==> config.mk <==
export PLATFORM = sky130hd
export DESIGN_NAME = strobe_serial_rx_flat
export DESIGN_NICKNAME = d
export VERILOG_FILES = /design/src/rtl/strobe_serial_rx_if.sv /design/src/rtl/strobe_serial_rx.sv /design/src/flat_wrapper.sv
export SDC_FILE = /design/constraint.sdc
export NUM_CORES = 1
export LEC_CHECK = 0
export BUFFER_PORTS_ARGS = -buffer_cell sky130_fd_sc_hd__buf_4
export CAP_MARGIN = 20
export CORE_MARGIN = 2
export CORE_UTILIZATION = 45
export CTS_BUF_LIST = sky130_fd_sc_hd__clkbuf_2 sky130_fd_sc_hd__clkbuf_4 sky130_fd_sc_hd__clkbuf_8
export DETAILED_ROUTE_END_ITERATION = 8
export PLACE_DENSITY_LB_ADDON = 0.3
export SLEW_MARGIN = 20
export SYNTH_ARGS = -nofsm -noshare
export SYNTH_HDL_FRONTEND = slang
export SYNTH_SLANG_ARGS = --single-unit
==> constraint.sdc <==
create_clock -name clk -period 1.9 [get_ports clk]
set_input_delay 0.285 -clock clk [delete_from_list [all_inputs] [get_ports clk]]
set_output_delay 0.285 -clock clk [all_outputs]
set_load 0.02 [all_outputs]
==> src/rtl/strobe_serial_rx_if.sv <==
// Bundle of the strobe, serial line, consumer handshake and status signals
// shared between the strobe-paced serial receiver and its surroundings.
interface strobe_serial_rx_if #(
    parameter int unsigned DATA_BITS = 8
);
    logic                 shift_en;
    logic                 serial_in;
    logic                 data_read;
    logic [DATA_BITS-1:0] rx_data;
    logic                 data_ready;
    logic                 framing_error;
    logic                 overrun_error;
    logic                 busy;

    // Driver side: divider/line/consumer.
    modport master (
        output shift_en,
        output serial_in,
        output data_read,
        input  rx_data,
        input  data_ready,
        input  framing_error,
        input  overrun_error,
        input  busy
    );

    // Receiver side.
    modport slave (
        input  shift_en,
        input  serial_in,
        input  data_read,
        output rx_data,
        output data_ready,
        output framing_error,
        output overrun_error,
        output busy
    );
endinterface

==> src/rtl/strobe_serial_rx.sv <==
// Strobe-paced serial-to-parallel receiver: start bit (0), DATA_BITS data
// bits, stop bit (1). Completed words are held for a ready/read handshake,
// with sticky framing and overrun flags.
module strobe_serial_rx #(
    parameter int unsigned DATA_BITS = 8,
    parameter bit          LSB_FIRST = 1'b1
) (
    input logic               clk,
    input logic               rst,
    strobe_serial_rx_if.slave bus
);
    localparam int unsigned CntW = $clog2(DATA_BITS + 1);
    localparam logic [CntW-1:0] LastBit = CntW'(DATA_BITS - 1);

    localparam logic [1:0] StIdle = 2'd0;
    localparam logic [1:0] StData = 2'd1;
    localparam logic [1:0] StStop = 2'd2;

    logic [1:0]           state_q, state_d;
    logic [CntW-1:0]      cnt_q, cnt_d;
    logic [DATA_BITS-1:0] shreg_q, shreg_d;
    logic [DATA_BITS-1:0] rx_data_q, rx_data_d;
    logic                 data_ready_q, data_ready_d;
    logic                 framing_error_q, framing_error_d;
    logic                 overrun_error_q, overrun_error_d;
    logic [DATA_BITS-1:0] shifted;
    logic                 consume;

    assign consume = bus.data_read & data_ready_q;

    // Next shift register contents for the configured bit order.
    always_comb begin
        if (LSB_FIRST) begin
            shifted = {bus.serial_in, shreg_q[DATA_BITS-1:1]};
        end else begin
            shifted = {shreg_q[DATA_BITS-2:0], bus.serial_in};
        end
    end

    // Frame FSM, handshake and error flag next-state.
    always_comb begin
        state_d         = state_q;
        cnt_d           = cnt_q;
        shreg_d         = shreg_q;
        rx_data_d       = rx_data_q;
        data_ready_d    = data_ready_q;
        framing_error_d = framing_error_q;
        overrun_error_d = overrun_error_q;

        if (consume) begin
            data_ready_d    = 1'b0;
            overrun_error_d = 1'b0;
        end

        if (bus.shift_en) begin
            case (state_q)
                StIdle: begin
                    if (!bus.serial_in) begin
                        state_d         = StData;
                        cnt_d           = '0;
                        framing_error_d = 1'b0;
                    end
                end
                StData: begin
                    shreg_d = shifted;
                    cnt_d   = cnt_q + 1'b1;
                    if (cnt_q == LastBit) begin
                        state_d = StStop;
                    end
                end
                StStop: begin
                    state_d = StIdle;
                    if (bus.serial_in) begin
                        rx_data_d    = shreg_q;
                        data_ready_d = 1'b1;
                        // A same-cycle read consumes the old word, so no overrun.
                        if (data_ready_q && !bus.data_read) begin
                            overrun_error_d = 1'b1;
                        end
                    end else begin
                        framing_error_d = 1'b1;
                    end
                end
                default: begin
                    state_d = StIdle;
                end
            endcase
        end
    end

    // State registers with synchronous reset.
    always_ff @(posedge clk) begin
        if (rst) begin
            state_q         <= StIdle;
            cnt_q           <= '0;
            shreg_q         <= '0;
            rx_data_q       <= '0;
            data_ready_q    <= 1'b0;
            framing_error_q <= 1'b0;
            overrun_error_q <= 1'b0;
        end else begin
            state_q         <= state_d;
            cnt_q           <= cnt_d;
            shreg_q         <= shreg_d;
            rx_data_q       <= rx_data_d;
            data_ready_q    <= data_ready_d;
            framing_error_q <= framing_error_d;
            overrun_error_q <= overrun_error_d;
        end
    end

    assign bus.rx_data       = rx_data_q;
    assign bus.data_ready    = data_ready_q;
    assign bus.framing_error = framing_error_q;
    assign bus.overrun_error = overrun_error_q;
    assign bus.busy          = (state_q != StIdle);
endmodule

==> src/flat_wrapper.sv <==
// flat-port wrapper written by rule: the top's interface ports become plain ports
module strobe_serial_rx_flat 
#(
    parameter int unsigned DATA_BITS = 8,
    parameter bit          LSB_FIRST = 1'b1
)
  (clk, rst, bus_shift_en, bus_serial_in, bus_data_read, bus_rx_data, bus_data_ready, bus_framing_error, bus_overrun_error, bus_busy);
  strobe_serial_rx_if #(.DATA_BITS(DATA_BITS)) bus_i ();
  input logic clk;
  input logic rst;
  input wire logic [$bits(bus_i.shift_en)-1:0] bus_shift_en;
  input wire logic [$bits(bus_i.serial_in)-1:0] bus_serial_in;
  input wire logic [$bits(bus_i.data_read)-1:0] bus_data_read;
  output wire logic [$bits(bus_i.rx_data)-1:0] bus_rx_data;
  output wire logic [$bits(bus_i.data_ready)-1:0] bus_data_ready;
  output wire logic [$bits(bus_i.framing_error)-1:0] bus_framing_error;
  output wire logic [$bits(bus_i.overrun_error)-1:0] bus_overrun_error;
  output wire logic [$bits(bus_i.busy)-1:0] bus_busy;
  assign bus_i.shift_en = bus_shift_en;
  assign bus_i.serial_in = bus_serial_in;
  assign bus_i.data_read = bus_data_read;
  assign bus_rx_data = bus_i.rx_data;
  assign bus_data_ready = bus_i.data_ready;
  assign bus_framing_error = bus_i.framing_error;
  assign bus_overrun_error = bus_i.overrun_error;
  assign bus_busy = bus_i.busy;
  strobe_serial_rx #(.DATA_BITS(DATA_BITS), .LSB_FIRST(LSB_FIRST)) u_core (.clk(clk), .rst(rst), .bus(bus_i));
endmodule
==> run_results.csv <==
group,metric,value,unit
run_status,status,"completed",
yosys,muxShareOfSynthArea,0,%
timing,slew_headroom,72.7,%
global_route,grt-ovfl-total,0,
floorplanning,design.die.area,2590,um2
cells_and_area,final_cell_mix,"33 x nand2_1, 25 x dfxtp_1, 24 x a21oi_1, 16 x buf_4, 4 x nor2_1",
drt,totalWireLength,1820,um
power,clockPowerShare,28.6,%
yosys,netlist_area,988,um2
setup_path,end_kind,"output pin",
global_route,antenna_found_initial,0,
yosys,postSynthNetCount,124,
power,powerDensity,742,nW/um2
floorplanning,die_h,50.9,um
floorplanning,core_area,2020,um2
power,p_sw,206,uW
clock_network,cts_sinks,25,
clock_network,clkTransAtPathRegs,140,ps
drt,antenna_left,0,
clock_network,cts_inserted_buffers,3,
timing,finalSetupViolations,0,
yosys,synth_top_family_by_area,"simple AND/OR/NAND/NOR gates",
timing,period_share,78.5,%
clock_network,holdBufCountCts,0,
global_route,grt_pass1_wl,3000,um
yosys,avgSynthCellArea,8.38,um2
yosys,synth-simple-area-share,26.8,%
timing,hold_violations,0,
clock_network,clk_latency,320,ps
power,seq_power_share,64.1,%
power,swShare,24.5,%
clock_network,cts_setup_buffers,0,
setup_path,worstPathArrival,1210,ps
placed_design,dp_slack,581,ps
cells_and_area,area_delta_synth_final,14.7,%
power,p_int,635,uW
placed_design,portBuffers,16,
global_route,grt_pass1_vias,686,
global_route,grt_max_degree,24,
drt,vias,810,
global_route,grt.total_usage,15.5,%
floorplanning,start_util,48.9,%
drt,avgRoutedWirePerCell,11.5,um
timing,layout_setup_ws,408,ps
placed_design,dp_hpwl,1220,um
timing,period_needed,1490,ps
drt,viasPerCell,5.13,
yosys,synthAdderAreaFrac,1.27,%
cells_and_area,final_core_util,56.1,%
yosys,synth-compound-area-share,16.6,%
yosys,yosys_warnings,0,
setup_path,cp.required,1620,ps
power,worst_ir_drop_vdd,0.000451,V
clock_network,cts_tree,"built",
setup_path,critPathMaxFanout,10,
drt,drt-pass1-iter-count,5,
drt,route.detailed.drc,0,
timing,finalSetupTns,0,ps
setup_path,crit_type,"flop to output pin",
cells_and_area,nets,138,
cells_and_area,final_common_cell,"nand2_1",
timing,tightest_slew,408,ps
setup_path,path_cells,"or2_2, buf_4",
timing,grt_setup_unrepaired,"false",
timing,worst_hold_slack,130,ps
drt,drtIter0Drc,18,
power,cellLeakagePower,0.405,nW
clock_network,root_buffer,"clkbuf_4",
setup_path,crit_path_top_delay_cell,"dfxtp_1",
floorplanning,die_x,50.9,um
timing,skew,6.73,ps
clock_network,cts_max_path_buffers,2,
clock_network,cts-htree-levels,1,
yosys,syn_inst,118,
job,maxCapViolCount,0,
timing,fmax,0.670,GHz
setup_path,worst_path_largest_cell_delay,420,ps
power,total_power,841,uW
yosys,synth_xor_area_share,0,%
cells_and_area,layout-drive-gt1-share,17.6,%
clock_network,post_cts_resized,0,
timing,maxSlewViolCount,0,
setup_path,cp-start-kind,"flop",
yosys,synth-seq-area-share,50.6,%
power,combPwrFrac,7.2,%
hold_path,hp-class,"primary input to flop",
cells_and_area,diodes,0,
placed_design,place.gp.congestion,0.730,
yosys,synth_seq_cells,25,
floorplanning,io_pins,17,
cells_and_area,fillCellCount,204,
floorplanning,std_cell_rows,16,
yosys,synth.distinct_cells,26,
==> kinds of logic after synthesis <==
| family | Yosys count |
|---|---|
| AOI/OAI and AO/OA | 30 |
| adders and majority gates | 1 |
| DFF | 25 |
| buffers and inverters | 9 |
| and+or+nand+nor | 53 |
==> layout make-up <==
cell class,instances,area (um2),share of cell area (%)
clock buffers,3,22.5,1.99
clock inverters,1,7.51,0.662
inverters,2,7.51,0.662
multi-input cells,84,442,39.0
flip-flops and latches,25,500,44.2
well taps,27,33.8,2.98
repair buffers,16,120,10.6
==> worst max-delay path: cells and delay by family, from the launching register on <==
kind | cells | cell delay (ps)
simple gates | 1 | 320
buf+inv | 1 | 160
flops | 1 | 420
==> per-stage QoR <==
step / instances / cell area, um2
finish: 158 / 1130
global route: 158 / 1130
CTS: 158 / 1130
detailed placement: 154 / 1100
global placement: 154 / 1100
floorplan: 118 / 988
==> final timing paths <==
check                        start                     to  slack [ps]  cells past startpoint
max reg2reg        u_core.cnt_q[0]        u_core.cnt_q[2]         550                      4
min                  bus_data_read                   flop         130                      2
min reg2reg  u_core.bus.rx_data[3]  u_core.bus.rx_data[3]         470                      2
max              u_core.state_q[0]               bus_busy         410                      2
==> power groups by stage <==
stage | combinational [mW] | sequential [mW] | clock [mW]
3_3_place_gp | 0.0593 | 0.550 | 0
2_1_floorplan | 0.0449 | 0.547 | 0
6_report | 0.0608 | 0.539 | 0.241
5_1_grt | 0.0671 | 0.541 | 0.269
4_1_cts | 0.0606 | 0.539 | 0.252
3_5_place_dp | 0.0606 | 0.550 | 0
==> cells in the mapped netlist <==
master	count	area share [%]
nand3b_1	3	2.3
and4b_1	1	1.0
a21oi_1	24	12
nand2b_4	1	1.4
dfxtp_1	25	51
buf_6	1	1.1
nor2_1	4	1.5
or2_1	1	0.63
ha_1	1	1.3
inv_1	2	0.76
nand2b_1	1	0.63
o2bb2ai_1	1	0.89
nand3_1	1	0.51
buf_2	4	2.0
nand2_1	33	13
o31ai_1	2	1.5
or2_2	1	0.63
nand4b_1	1	0.89
clkbuf_1	2	0.76
nor2b_1	1	0.63
nor4b_1	1	0.89
and3b_1	1	0.89
or4_1	2	1.5
o21ai_0	1	0.51
nor2b_2	1	0.89
a211oi_1	2	1.5
==> state kept, by name, summed over array words and instances, names as in the netlist, named ones only <==
name and count:
u_core.bus.framing_error 1, u_core.shreg_q 8, u_core.cnt_q 4, u_core.state_q 2
u_core.bus.rx_data 8, u_core.bus.data_ready 1
==> layer usage <==
layer / track usage (%) / vias up / wire (um)
met4: 9.91 / 0 / 34
met1: 20.4 / 360 / 878
met2: 23.5 / 24 / 817
met3: 2.63 / 4 / 88
li1: - / 422 / -
met5: 0 / - / 0
Power figures use the tool's default switching activity.
